### config.mk
export PLATFORM = sky130hd
export DESIGN_NAME = frame_task_scheduler
export DESIGN_NICKNAME = d
export VERILOG_FILES = /design/src/rtl/zdisp_pkg.sv /design/src/rtl/frame_task_scheduler_frame_tick_gen.sv /design/src/rtl/frame_task_scheduler.sv
export SDC_FILE = /design/constraint.sdc
export NUM_CORES = 1
export LEC_CHECK = 0
export ABC_AREA = 1
export ABC_CLOCK_PERIOD_IN_PS = 5800
export BUFFER_PORTS_ARGS = -buffer_cell sky130_fd_sc_hd__buf_2
export CORE_ASPECT_RATIO = 0.7
export CORE_MARGIN = 5
export CORE_UTILIZATION = 50
export CTS_CLUSTER_SIZE = 30
export DETAILED_ROUTE_END_ITERATION = 7
export PLACE_DENSITY = 0.73
export SETUP_SLACK_MARGIN = 0.2
export SLEW_MARGIN = 20
export SYNTH_ARGS = -nofsm -noshare
export SYNTH_HDL_FRONTEND = slang
export SYNTH_SLANG_ARGS = --single-unit
### constraint.sdc
create_clock -name clk -period 5.8 [get_ports clk]
set_input_delay 0.58 -clock clk [delete_from_list [all_inputs] [get_ports clk]]
set_output_delay 0.58 -clock clk [all_outputs]
set_load 0.03 [all_outputs]
### src/rtl/zdisp_pkg.sv
// Shared state encoding and default parameters for the display frame task scheduler.
package zdisp_pkg;

    typedef enum logic [2:0] {
        ST_INIT       = 3'd0,
        ST_WAIT_FRAME = 3'd1,
        ST_ISSUE      = 3'd2,
        ST_NEXT       = 3'd3,
        ST_FINISH     = 3'd4
    } sched_state_e;

    localparam int DEF_NUM_TASKS    = 4;
    localparam int DEF_TRIG_W       = 4;
    localparam int DEF_INIT_CODE    = 1;
    localparam int DEF_TASK_BASE    = 2;
    localparam int DEF_TIMER_PERIOD = 1_333_333;
    localparam int DEF_TIMEOUT      = 16_000_000;
    localparam int DEF_CNT_W        = 24;

    // Task index width: covers 0..15, so the index can reach NUM_TASKS itself.
    localparam int IDX_W = 4;

endpackage

### src/rtl/frame_task_scheduler_frame_tick_gen.sv
// Frame-start event generator: free-running frame timer, sync rising-edge detector
// and the mode select that picks between them.
module frame_tick_gen
    import zdisp_pkg::*;
#(
    parameter int TIMER_PERIOD = DEF_TIMER_PERIOD,
    parameter int CNT_W        = DEF_CNT_W
) (
    input  logic clk,
    input  logic rst_n,
    input  logic sync_in,
    input  logic mode_ext,
    input  logic mode_ld,
    output logic start_ev
);

    localparam logic [CNT_W-1:0] TICK_LAST = CNT_W'(TIMER_PERIOD - 1);

    logic [CNT_W-1:0] timer_cnt_r;
    logic             sync_d_r;
    logic             mode_r;
    logic             tick_s;
    logic             sync_rise_s;
    logic             mode_sel_s;

    assign tick_s      = (timer_cnt_r == TICK_LAST);
    assign sync_rise_s = sync_in & ~sync_d_r;
    // While idle the live mode input applies at once; mid-frame the held value is used.
    assign mode_sel_s  = mode_ld ? mode_ext : mode_r;
    assign start_ev    = mode_sel_s ? sync_rise_s : tick_s;

    // Timer, sync history and held mode.
    always_ff @(posedge clk or negedge rst_n) begin
        if (!rst_n) begin
            timer_cnt_r <= {CNT_W{1'b0}};
            sync_d_r    <= 1'b0;
            mode_r      <= 1'b0;
        end else begin
            timer_cnt_r <= tick_s ? {CNT_W{1'b0}} : timer_cnt_r + CNT_W'(1);
            sync_d_r    <= sync_in;
            mode_r      <= mode_sel_s;
        end
    end

endmodule

### src/rtl/frame_task_scheduler.sv
// Frame task scheduler: runs a one-time init task, then on every frame start issues the
// enabled draw tasks to the display adapter one at a time via an en_task/done handshake.
module frame_task_scheduler
    import zdisp_pkg::*;
#(
    parameter int NUM_TASKS    = DEF_NUM_TASKS,
    parameter int TRIG_W       = DEF_TRIG_W,
    parameter int INIT_CODE    = DEF_INIT_CODE,
    parameter int TASK_BASE    = DEF_TASK_BASE,
    parameter int TIMER_PERIOD = DEF_TIMER_PERIOD,
    parameter int TIMEOUT      = DEF_TIMEOUT,
    parameter int CNT_W        = DEF_CNT_W
) (
    input  logic                 clk,
    input  logic                 rst_n,
    input  logic                 sync_in,
    input  logic                 mode_ext,
    input  logic [NUM_TASKS-1:0] task_mask,
    input  logic                 done,
    output logic                 en_task,
    output logic [TRIG_W-1:0]    trigger,
    output logic                 busy,
    output logic [15:0]          frame_cnt,
    output logic [CNT_W-1:0]     frame_cycles,
    output logic                 overrun,
    output logic                 timeout_err
);

    localparam logic [CNT_W-1:0] TMO_LAST = CNT_W'(TIMEOUT - 1);
    localparam logic [IDX_W-1:0] IDX_END  = IDX_W'(NUM_TASKS);

    function automatic logic [CNT_W-1:0] sat_inc(input logic [CNT_W-1:0] v);
        logic [CNT_W-1:0] r;
        if (&v) begin
            r = v;
        end else begin
            r = v + CNT_W'(1);
        end
        return r;
    endfunction

    sched_state_e     state_r;
    sched_state_e     state_nxt_s;
    logic [IDX_W-1:0] idx_r;
    logic [IDX_W-1:0] idx_nxt_s;
    logic [IDX_W-1:0] idx_inc_s;
    logic [15:0]      mask_pad_s;
    logic             pending_r;
    logic [CNT_W-1:0] task_cnt_r;
    logic [CNT_W-1:0] cyc_r;
    logic             start_ev_s;
    logic             hs_s;
    logic             tmo_s;
    logic             in_frame_s;
    logic             req_nxt_s;
    logic [TRIG_W-1:0] trig_nxt_s;

    assign mask_pad_s = 16'(task_mask);
    assign idx_inc_s  = idx_r + IDX_W'(1);
    assign hs_s       = en_task & done;
    assign tmo_s      = en_task & ~done & (task_cnt_r == TMO_LAST);
    assign in_frame_s = (state_r == ST_ISSUE) || (state_r == ST_NEXT) || (state_r == ST_FINISH);

    frame_tick_gen #(
        .TIMER_PERIOD (TIMER_PERIOD),
        .CNT_W        (CNT_W)
    ) u_tick (
        .clk      (clk),
        .rst_n    (rst_n),
        .sync_in  (sync_in),
        .mode_ext (mode_ext),
        .mode_ld  (state_r == ST_WAIT_FRAME),
        .start_ev (start_ev_s)
    );

    // State register plus registered handshake and status outputs.
    always_ff @(posedge clk or negedge rst_n) begin
        if (!rst_n) begin
            state_r     <= ST_INIT;
            idx_r       <= {IDX_W{1'b0}};
            en_task     <= 1'b0;
            trigger     <= {TRIG_W{1'b0}};
            busy        <= 1'b0;
            overrun     <= 1'b0;
            timeout_err <= 1'b0;
        end else begin
            state_r     <= state_nxt_s;
            idx_r       <= idx_nxt_s;
            en_task     <= req_nxt_s;
            trigger     <= trig_nxt_s;
            busy        <= (state_nxt_s == ST_ISSUE) || (state_nxt_s == ST_NEXT);
            overrun     <= start_ev_s & in_frame_s;
            timeout_err <= tmo_s;
        end
    end

    // Next-state and task index selection.
    always_comb begin
        state_nxt_s = state_r;
        idx_nxt_s   = idx_r;
        case (state_r)
            ST_INIT: begin
                if (hs_s || tmo_s) begin
                    state_nxt_s = ST_WAIT_FRAME;
                end else begin
                    state_nxt_s = ST_INIT;
                end
            end
            ST_WAIT_FRAME: begin
                if (start_ev_s || pending_r) begin
                    state_nxt_s = ST_ISSUE;
                    idx_nxt_s   = {IDX_W{1'b0}};
                end else begin
                    state_nxt_s = ST_WAIT_FRAME;
                end
            end
            ST_ISSUE: begin
                if (!mask_pad_s[idx_r] || hs_s || tmo_s) begin
                    state_nxt_s = ST_NEXT;
                end else begin
                    state_nxt_s = ST_ISSUE;
                end
            end
            ST_NEXT: begin
                idx_nxt_s = idx_inc_s;
                if (idx_inc_s == IDX_END) begin
                    state_nxt_s = ST_FINISH;
                end else begin
                    state_nxt_s = ST_ISSUE;
                end
            end
            ST_FINISH: begin
                state_nxt_s = ST_WAIT_FRAME;
            end
            default: begin
                state_nxt_s = ST_INIT;
                idx_nxt_s   = {IDX_W{1'b0}};
            end
        endcase
    end

    // Request and trigger code are derived from the upcoming state so they are registered.
    always_comb begin
        req_nxt_s  = 1'b0;
        trig_nxt_s = {TRIG_W{1'b0}};
        case (state_nxt_s)
            ST_INIT: begin
                req_nxt_s  = 1'b1;
                trig_nxt_s = TRIG_W'(INIT_CODE);
            end
            ST_ISSUE: begin
                if (mask_pad_s[idx_nxt_s]) begin
                    req_nxt_s  = 1'b1;
                    trig_nxt_s = TRIG_W'(TASK_BASE) + TRIG_W'(idx_nxt_s);
                end else begin
                    req_nxt_s  = 1'b0;
                    trig_nxt_s = {TRIG_W{1'b0}};
                end
            end
            default: begin
                req_nxt_s  = 1'b0;
                trig_nxt_s = {TRIG_W{1'b0}};
            end
        endcase
    end

    // Single pending start: captured outside WAIT_FRAME, consumed when a frame starts.
    always_ff @(posedge clk or negedge rst_n) begin
        if (!rst_n) begin
            pending_r <= 1'b0;
        end else if (state_r == ST_WAIT_FRAME) begin
            pending_r <= 1'b0;
        end else if (start_ev_s) begin
            pending_r <= 1'b1;
        end else begin
            pending_r <= pending_r;
        end
    end

    // Per-task handshake age, restarted whenever no request is outstanding.
    always_ff @(posedge clk or negedge rst_n) begin
        if (!rst_n) begin
            task_cnt_r <= {CNT_W{1'b0}};
        end else if (en_task && !done) begin
            task_cnt_r <= task_cnt_r + CNT_W'(1);
        end else begin
            task_cnt_r <= {CNT_W{1'b0}};
        end
    end

    // Frame duration and frame count; the starting edge and FINISH both count.
    always_ff @(posedge clk or negedge rst_n) begin
        if (!rst_n) begin
            cyc_r        <= {CNT_W{1'b0}};
            frame_cycles <= {CNT_W{1'b0}};
            frame_cnt    <= 16'd0;
        end else begin
            case (state_r)
                ST_WAIT_FRAME: begin
                    cyc_r <= CNT_W'(1);
                end
                ST_ISSUE, ST_NEXT: begin
                    cyc_r <= sat_inc(cyc_r);
                end
                ST_FINISH: begin
                    frame_cycles <= sat_inc(cyc_r);
                    frame_cnt    <= frame_cnt + 16'd1;
                end
                default: begin
                    cyc_r <= cyc_r;
                end
            endcase
        end
    end

endmodule

==> flow_summary.json, run 1 <==
{
  "grt_max_degree": 78,
  "synth_compound_gate_area_share_pct": 7.99,
  "synth_xor_xnor_area_share_pct": 6.19,
  "residual_drc_count": 0,
  "final_cell_count_no_fill": 1046,
  "distinct_cell_type_count_of_the_synthesized_netlist": 43,
  "grt_pass1_wl_um": 25700,
  "dp_cells": 1014,
  "r2r-start": "state_r[0]",
  "clk_pin_slew_ns": 0.06,
  "grt_usage_pct": 20.1,
  "finalWorstPathRequiredPeriod_ns": 2.42,
  "timing.fmax_ghz": 0.412,
  "register_area_um2": 3250,
  "synth_top_cell_by_area": "dfrtp_1",
  "globalplace.congestion": 0.913,
  "synth-edff-count": 0,
  "area_growth_syn_to_layout_pct": 16.8,
  "multiInputGateArea_um2": 2920,
  "placementRows": 35,
  "grt-busiest-layer": "met1",
  "cts_post_setup_buffers_inserted": 0,
  "clock_latency_on_the_worst_skew_pair_ns": 0.41,
  "rsz_0062_raised_after_global_routing": "no",
  "post_synth_inst_count": 800,
  "layout.nets": 883,
  "cts.sink_count": 130,
  "global_route.usage.met2_pct": 29.4,
  "setup_violations": 0,
  "drt_first_pass_iters": 5,
  "postSynthRegisterBits": 130,
  "layout.core_utilization_pct": 59.3,
  "clock_tree.htree_level_count": 4,
  "fin_setup_tns_ns": 0,
  "timing.setup.critical_path_class": "flop to flop",
  "run_status": "completed",
  "ctsResizeCount": 0,
  "floorplan.core_area_um2": 13100,
  "power_density_nw_per_um2": 371,
  "die-height_um": 107,
  "cts_buffers": 17,
  "max_slew_margin_pct": 36.0,
  "antennaDiodeCount": 0,
  "vdd_drop_max_uv": 247,
  "skew_ns": 0.00912,
  "yosys.area_share.simple_pct": 28.3,
  "place_hpwl_um": 10300,
  "path_cells": "nor2_2 > nand2_1 > inv_2 > nand4_1 > nor2_1 > inv_2 > nor4_2 > nand4_1 > xnor2_1",
  "timing.final.crit_share_pct": 41.8,
  "post_drt_wl_per_cell_um": 14.2,
  "share_of_the_synthesized_area_in_the_top_cell_type_pct": 48.9,
  "port_buffers": 56,
  "cts-root-buf": "clkbuf_16",
  "synth.area.top_cells": "dfrtp_1, nand2_1, inv_1, xor2_1, nor2_1",
  "dominant_combinational_cell_family_by_area_after_synthesis": "simple AND/OR/NAND/NOR gates",
  "cts_tree": "built",
  "critPathCaptureType": "flop",
  "drtAntennaViolNets": 0,
  "die_area_um2": 15800,
  "ys_dominant_reg_cell": "dfrtp_1",
  "detailroute.via_count": 5399,
  "worst_ep_arrival_time_ns": 2.72,
  "antenna_found_initial": 0,
  "grtUsageMet1_pct": 29.8,
  "synth_area_per_cell_um2": 8.32,
  "globalRouteOverflowTotal": 0,
  "die_x_um": 148,
  "critical_path_required_ns": 6.10,
  "min_path_type": "input port to asynchronous set/reset pin",
  "seq_area_frac_synth_pct": 48.9,
  "net_count_synth": 816,
  "critical_path_buf_inv_count": 2,
  "synth.area.mux_share_pct": 0,
  "grtUsageMet3_pct": 4.43,
  "power.leakage_uw": 0.00386,
  "setup.worst_path.start": "state_r[0]",
  "initial_core_utilization_pct": 50.8,
  "number_of_violations_reported_at_the_end_of_detailed_routing_iteration_0": 399,
  "worst_path_max_delay_cell": "dfrtp_1",
  "path_max_fanout": 18,
  "number_of_warnings_printed_during_yosys_synthesis": 0,
  "top_level_ports": 57,
  "wl_um": 14800,
  "number_of_hold_violations_in_the_final_report": 0,
  "max_cap_violations": 0,
  "timing_worst_slew_pin_value_ns": 0.960,
  "hold_buffer_count_at_cts": 0,
  "synth_adder_area_share_pct": 1.32,
  "synth_async_sr_flop_share_pct": 100,
  "critPathMaxStageDelay_ns": 0.45,
  "post_route_cells_drive_above_1_share_pct": 16.6,
  "vias_per_cell": 5.16,
  "crit_family": "simple AND/OR/NAND/NOR gates",
  "synthesized_area_um2": 6660,
  "first_global_vias": 5345,
  "num-fill-cells": 1093,
  "cp-start-kind": "flop",
  "final-max-slew-violation-count": 0,
  "cts_max_path_buffers": 2
}
[stage by stage]
step / worst slack (ns) / area, um^2 / hold slack, ns / total power, uW
after floorplan: 3.89 / 6660 / 0.284 / 1540
after global placement: 3.39 / 7120 / 0.451 / 1710
after detailed placement: 3.33 / 7120 / 0.451 / 1720
after CTS: 3.37 / 7770 / 0.135 / 2900
after global routing: 3.03 / 7770 / 0.158 / 3040
final: 3.38 / 7770 / 0.122 / 2880
[worst paths after layout]
kind / end / slack, ns / cells past startpoint
min in group clk: u_tick.sync_d_r / 0.33 / 1
min: task_cnt_r[18] / 0.12 / 1
max in group asynchronous: u_tick.timer_cnt_r[12] / 4.35 / 2
max reg2reg: frame_cnt[14] / 3.38 / 9
max: frame_cnt[14] / 3.38 / 9
min reg2reg: task_cnt_r[0] / 0.47 / 1
[worst register-to-register path: stages, from the launching register on]
cell     delay [ns]
dfrtp_1        0.45
nor2_2         0.16
nand2_1        0.34
inv_2          0.40
nand4_1        0.19
nor2_1         0.22
inv_2          0.06
nor4_2         0.20
nand4_1        0.15
xnor2_1        0.15
[cells in the mapped netlist (all sizes together), types with 2 or more instances]
master,n
a22o,3
xnor2,9
nor4,10
clkbuf,8
o21a,4
o22ai,6
o21ai,45
nand4,20
nand2,191
nor3,23
nand3,55
dfrtp,130
a21oi,25
buf,3
inv,114
nor2,96
ha,7
xor2,38
a211oi,2
nand3b,3
[per-layer routing]
layer / routed length [um] / part of all wire (%)
met1: 7420 / 50
met2: 6420 / 43
met3: 825 / 5.6
met4: 148 / 1.0
met5: 0 / 0
[power breakdown]
part           switching, uW  internal (uW)  leakage, uW
combinational            455            191      0.00178
sequential              71.2            991      0.00177
clock                    400            774     0.000309
total                    926           1960      0.00386
[final cells by class]
type,count,share of cell area [%]
multi-input cells,544,37.5
well taps,166,2.67
clock buffers,19,5.70
flip-flops and latches,130,41.9
clock inverters,13,2.69
inverters,115,5.56
repair buffers,59,3.98
[cells in the final DEF (no fill, tap or decap), drive strengths merged]
master and instances:
clkbuf 19, buf 59, xor2 38, nor4 10, a31oi 1, or2 1
xnor2 9, a211oi 2, nand4 20, clkinvlp 3, o21ba 1, o21bai 1
nand2 191, o211a 1, a22oi 1, nor2 96, dfrtp 130, nand3 55
nand3b 3, o211ai 1, a21oi 25, a22o 3, o22ai 6, inv 114
ha 7, o21a 4, bufinv 5, o21ai 45, clkinv 6, nor3 23
[state kept, by name, summed over array words and instances (netlist names)]
register,flops
en_task,1
u_tick.timer_cnt_r,24
u_tick.mode_r,1
cyc_r,24
overrun,1
state_r,3
frame_cnt,16
busy,1
pending_r,1
trigger,4
frame_cycles,24
timeout_err,1
task_cnt_r,24
idx_r,4
u_tick.sync_d_r,1
[kinds of logic (layout without fill, tap and decap cells)]
| group | Yosys count | after routing |
|---|---|---|
| DFF | 130 | 130 |
| buffers and inverters | 126 | 206 |
| xor gates and xnor gates | 47 | 47 |
| and+or+nand+nor | 399 | 399 |
| adders and majority gates | 7 | 7 |
| AOI/OAI and AO/OA | 91 | 91 |
(Power assumes the default switching activity.)
==> run 2: changes to the inputs <==
Settings changed: ABC_CLOCK_PERIOD_IN_PS 5800 to 2500.
Clock period 5.8 ns to 2.5 ns, I/O delays scaled along.
==> run 2 against run 1 <==
  * Via count increased by 0.89%
  * Die area unchanged
  * Sequential share of layout area decreased by 0.22 points
  * Routed wire length increased by 0.19%
  * Worst setup slack got worse by 3.0 ns
  * Critical path depth increased by 5
  * Critical endpoint is now cyc_r[22]
  * Largest cell class unchanged
==> flow_summary.json, run 2 (synthesis results as in run 1) <==
{
  "timing.final.crit_share_pct": 84.0,
  "residual_drc_count": 0,
  "finalWorstPathRequiredPeriod_ns": 2.10,
  "crit_path_frequent_cell": "nand2_1",
  "min_path_type": "input port to flop",
  "globalplace.congestion": 0.933,
  "final_cell_count_no_fill": 1054,
  "wl_um": 14800,
  "clock_tree.htree_level_count": 4,
  "antenna_found_initial": 0,
  "mostFrequentLayoutCells": "nand2_1, dfrtp_1, inv_1",
  "cts_buffers": 17,
  "dp_cells": 1020,
  "drt_first_pass_iters": 5,
  "run_status": "completed",
  "whs_path_depth": 3,
  "cts_tree": "built",
  "globalRouteOverflowTotal": 0,
  "post_drt_wl_per_cell_um": 14.1,
  "ff2ff_path_depth": 14,
  "finalHoldWorstSlack_ns": 0.141,
  "number_of_violations_reported_at_the_end_of_detailed_routing_iteration_0": 406,
  "initial_core_utilization_pct": 50.8,
  "floorplan.core_area_um2": 13100,
  "grt_max_degree": 55,
  "max_slew_margin_pct": 55.7,
  "post_route_cells_drive_above_1_share_pct": 17.7,
  "fin_setup_tns_ns": 0,
  "area_growth_syn_to_layout_pct": 17.4,
  "path_max_fanout": 9,
  "top_level_ports": 57,
  "placementRows": 35,
  "antennaDiodeCount": 0,
  "number_of_hold_violations_in_the_final_report": 0,
  "first_global_vias": 5100,
  "worst_ep_arrival_time_ns": 2.39,
  "grt_pass1_wl_um": 24900,
  "drtAntennaViolNets": 0,
  "final-max-slew-violation-count": 0,
  "skew_ns": 0.00930,
  "timing_worst_slew_pin_value_ns": 0.659,
  "place_hpwl_um": 10700,
  "die-height_um": 107,
  "critPathCaptureType": "flop",
  "clk_pin_slew_ns": 0.06,
  "timing.setup.critical_path_class": "flop to flop",
  "cts_max_path_buffers": 2,
  "vdd_drop_max_uv": 639,
  "cts.sink_count": 130,
  "power_density_nw_per_um2": 832,
  "die_area_um2": 15800,
  "power.leakage_uw": 0.00389,
  "setup_violations": 0,
  "port_buffers": 56,
  "total_power_uw": 6500,
  "die_x_um": 148,
  "cts-root-buf": "clkbuf_16",
  "cp-start-kind": "flop",
  "layout.cells.most_common": "nand2_1",
  "layout.nets": 891,
  "worst_path_max_delay_cell": "dfrtp_1",
  "timing.fmax_ghz": 0.476,
  "detailroute.via_count": 5447,
  "cts_post_setup_buffers_inserted": 0,
  "max_cap_violations": 0,
  "path_cells": "ha_1 > nand2_1 > nor2_1 > nand2_1 > nor2_2 > inv_1 > nor2_2 > nand2_4 > nand2_1 > nor2_4 > nand3_2 > nor2_1 > xor2_1 > o22ai_1",
  "critical_path_required_ns": 2.79,
  "clock_latency_on_the_worst_skew_pair_ns": 0.42,
  "vias_per_cell": 5.17,
  "critPathMaxStageDelay_ns": 0.39,
  "grt_usage_pct": 19.7,
  "rsz_0062_raised_after_global_routing": "no"
}
-- run 2: changes by cell type in the layout (fill, tap and decap cells not counted), sizes merged --
cell / change
buf: +6
bufinv: -3
inv: +3
dlygate4sd3: +2
clkbuf: -1
clkinvlp: +1
-- run 2: path summary, 6_finish.rpt --
kind                          startpoint              to  slack (ns)
hold / removal                  mode_ext   u_tick.mode_r        0.14
setup / recovery                cyc_r[0]       cyc_r[22]        0.40
max in group asynchronous          rst_n       cyc_r[11]        1.43
min in group asynchronous          rst_n  task_cnt_r[22]        0.34
setup reg to reg                cyc_r[0]       cyc_r[22]        0.40
hold reg to reg            task_cnt_r[0]   task_cnt_r[0]        0.46
-- run 2: per-stage QoR --
step	area, um^2	setup slack (ns)	util, %
6_report	7810	0.401	59.7
5_1_grt	7810	0.201	59.7
4_1_cts	7790	0.316	59.5
3_5_place_dp	7180	0.307	54.8
3_3_place_gp	7180	0.444	54.8
2_1_floorplan	6660	0.590	-
-- run 2: area by class of cell --
cell class / instances / area [um^2]
Sequential cell: 130 / 3250
Inverter: 115 / 432
Clock inverter: 14 / 156
Fill cell: 1140 / 5280
Timing Repair Buffer: 67 / 387
Multi-Input combinational cell: 544 / 2940
Clock buffer: 18 / 439
Tap cell: 166 / 208
-- run 2: repair_timing --
item	in CTS	in global routing
hold endpoints to repair	49	0
hold buffers	2	0
resized for setup	0	6
setup endpoints to repair	0	9
-- run 2: critical path, delay by kind of cell (launching register included) --
family	cells	cell delay, ns
AND/OR/NAND/NOR	10	0.95
flip-flops	1	0.39
adder cells (fa/ha/maj)	1	0.23
XOR/XNOR	1	0.23
AO/OA/AOI/OAI	1	0.09
buffers and inverters	1	0.07
-- run 2: power by group --
part           internal (uW)  total (uW)  switching (uW)
combinational            466        1550            1090
clock                   1510        2470             968
sequential              2300        2470             172
-- run 2: per-layer routing --
metal,track usage [%],wire length (um)
met5,0,0
met4,5.54,194
met3,6.60,1200
met1,29.5,7430
met2,27.1,6020
==> run 3: changes to the inputs <==
Settings changed: ABC_CLOCK_PERIOD_IN_PS 2500 to 2100.
Clock period 2.5 ns to 2.1 ns, I/O delays scaled along.
==> run 3 against run 2 <==
  * Sequential power is 20% higher
  * Final cell count up 4.9%
  * Total power up 23%
  * Critical path depth grew 2
  * Final area up 12%
  * Worst setup slack got worse by 0.37 ns
  * Largest power group unchanged
==> flow_summary.json, run 3 (synthesis results as in run 1) <==
{
  "run_status": "completed",
  "ff2ff_path_depth": 16,
  "post_drt_wl_per_cell_um": 15.2,
  "clk_pin_slew_ns": 0.06,
  "whs_path_depth": 3,
  "first_global_vias": 5371,
  "min_path_type": "input port to flop",
  "die-height_um": 107,
  "cp-start-kind": "flop",
  "seq_power_share_pct": 37.0,
  "final_cell_count_no_fill": 1106,
  "rr_endpoint": "task_cnt_r[20]",
  "clock_latency_on_the_worst_skew_pair_ns": 0.42,
  "drt_first_pass_iters": 5,
  "rsz_0062_raised_after_global_routing": "yes",
  "skew_ns": 0.00836,
  "ff2ff_setup_slack_ns": 0.03,
  "top_level_ports": 57,
  "post_route_cells_drive_above_1_share_pct": 30.9,
  "critPathCaptureType": "flop",
  "timing.fmax_ghz": 0.483,
  "final-max-slew-violation-count": 0,
  "cellInternalPower_uw": 5100,
  "dp_cells": 1032,
  "cts_tree": "built",
  "cts.sink_count": 130,
  "timing.final.crit_share_pct": 98.7,
  "combinational_cell_fraction_of_total_power_pct": 28.6,
  "max_cap_violations": 0,
  "antenna_found_initial": 0,
  "power.leakage_uw": 0.00421,
  "wl_um": 16800,
  "grt_usage_pct": 20.6,
  "layout.cells.most_common": "nand2_1",
  "setup_violations": 0,
  "number_of_violations_reported_at_the_end_of_detailed_routing_iteration_0": 493,
  "dpl_worst_slack_ns": 0.0268,
  "path_max_fanout": 3,
  "p_switching_uw": 2900,
  "cts_max_path_buffers": 2,
  "timing.setup.critical_path_class": "flop to flop",
  "vias_per_cell": 5.28,
  "globalplace.congestion": 0.921,
  "globalRouteOverflowTotal": 0,
  "worst_ep_arrival_time_ns": 2.37,
  "placementRows": 35,
  "detailroute.via_count": 5837,
  "residual_drc_count": 0,
  "holdCritStartpoint": "mode_ext",
  "fin_setup_tns_ns": 0,
  "floorplan.core_area_um2": 13100,
  "layout.nets": 943,
  "place_hpwl_um": 10700,
  "drtAntennaViolNets": 0,
  "port_buffers": 56,
  "mostFrequentLayoutCells": "nand2_1, dfrtp_1, inv_1",
  "cts_buffers": 17,
  "clock_tree.htree_level_count": 4,
  "antennaDiodeCount": 0,
  "die_x_um": 148,
  "r2r-start": "task_cnt_r[0]",
  "post-route-worst-setup-slack_ns": 0.0280,
  "max_slew_margin_pct": 63.9,
  "hold-path-endpoint": "u_tick.mode_r",
  "grt_max_degree": 58,
  "power_density_nw_per_um2": 917,
  "finalWorstPathRequiredPeriod_ns": 2.07,
  "grt_pass1_wl_um": 26400,
  "vdd_drop_max_uv": 579,
  "initial_core_utilization_pct": 50.8,
  "number_of_hold_violations_in_the_final_report": 0,
  "clock_power_share_pct": 34.4,
  "timing_worst_slew_pin_value_ns": 0.541,
  "switching_share_pct": 36.3,
  "cts-root-buf": "clkbuf_16",
  "die_area_um2": 15800,
  "area_growth_syn_to_layout_pct": 31.2,
  "critical_path_required_ns": 2.40
}
[run 3: changes by cell type in the layout (fill, tap and decap cells not counted), moves of 9 or more]
cell / delta
o21ai_1: +13
nand3_1: -14
xor2_1: -14
o21ai_0: -16
nor2_4: +12
nor2_1: -14
nand2_1: -11
nand2_2: +9
xor2_2: +10
buf_4: +45
[run 3: how the worst max path moves through the flow]
stage,cells after the start,startpoint,slack [ns],endpoint
2_1_floorplan,14,cyc_r[0],0.22,cyc_r[22]
3_3_place_gp,16,cyc_r[0],0.09,frame_cycles[17]
3_5_place_dp,16,cyc_r[0],0.03,frame_cycles[17]
4_1_cts,17,task_cnt_r[0],0.13,task_cnt_r[22]
5_1_grt,17,task_cnt_r[0],-0.12,task_cnt_r[22]
6_report,16,task_cnt_r[0],0.03,task_cnt_r[20]
[run 3: area by class of cell]
| type | count | area [um^2] |
|---|---|---|
| clock buffer | 19 | 453 |
| clock inverter | 13 | 101 |
| fill | 977 | 4360 |
| inverter | 115 | 434 |
| multi-input combinational | 544 | 3470 |
| sequential | 130 | 3260 |
| tap | 166 | 208 |
| timing repair buffer | 119 | 812 |
[run 3: power groups by stage]
stage          Combinational (uW)  Clock, uW  Sequential (uW)
4_1_cts                      1970       2790             2930
6_report                     2290       2750             2960
3_3_place_gp                 1850          0             2970
3_5_place_dp                 1860          0             2970
5_1_grt                      2510       2900             2990
2_1_floorplan                1130          0             3130
[run 3: critical path, stage by stage (launching register included)]
cell	delay, ns
dfrtp_1	0.37
ha_2	0.20
nand2_2	0.07
nor2_4	0.11
nand2_4	0.07
nor2_4	0.10
inv_2	0.05
nor2_2	0.10
inv_2	0.06
nor2_4	0.10
nand3_2	0.10
nor2_4	0.13
nand2_2	0.09
nor2_4	0.14
buf_6	0.11
a21oi_2	0.05
o21a_1	0.13
[run 3: metrics by stage]
stage	util, %	hold WS [ns]	power (uW)	area, um^2
floorplan	-	-0.0856	4260	6660
finish	66.7	0.127	8010	8730
global route	66.7	0.135	8410	8730
CTS	61.9	0.122	7680	8100
global placement	55.6	0.216	4820	7290
detailed placement	55.6	0.220	4830	7290
[run 3: layer usage]
layer | wire length [um] | vias to the layer above | GRT usage (%)
met3 | 1380 | 33 | 5.16
met2 | 7430 | 228 | 29.2
met4 | 295 | 0 | 6.00
li1 | - | 2820 | -
met5 | 0 | - | 0
met1 | 7730 | 2756 | 31.2
[run 3: timing repair]
action	in CTS	in global routing
setup buffers	17	23
hold endpoints to repair	56	0
gates resized for setup	31	107
pin swaps	14	32
setup endpoints to repair	33	71
hold buffers	2	0
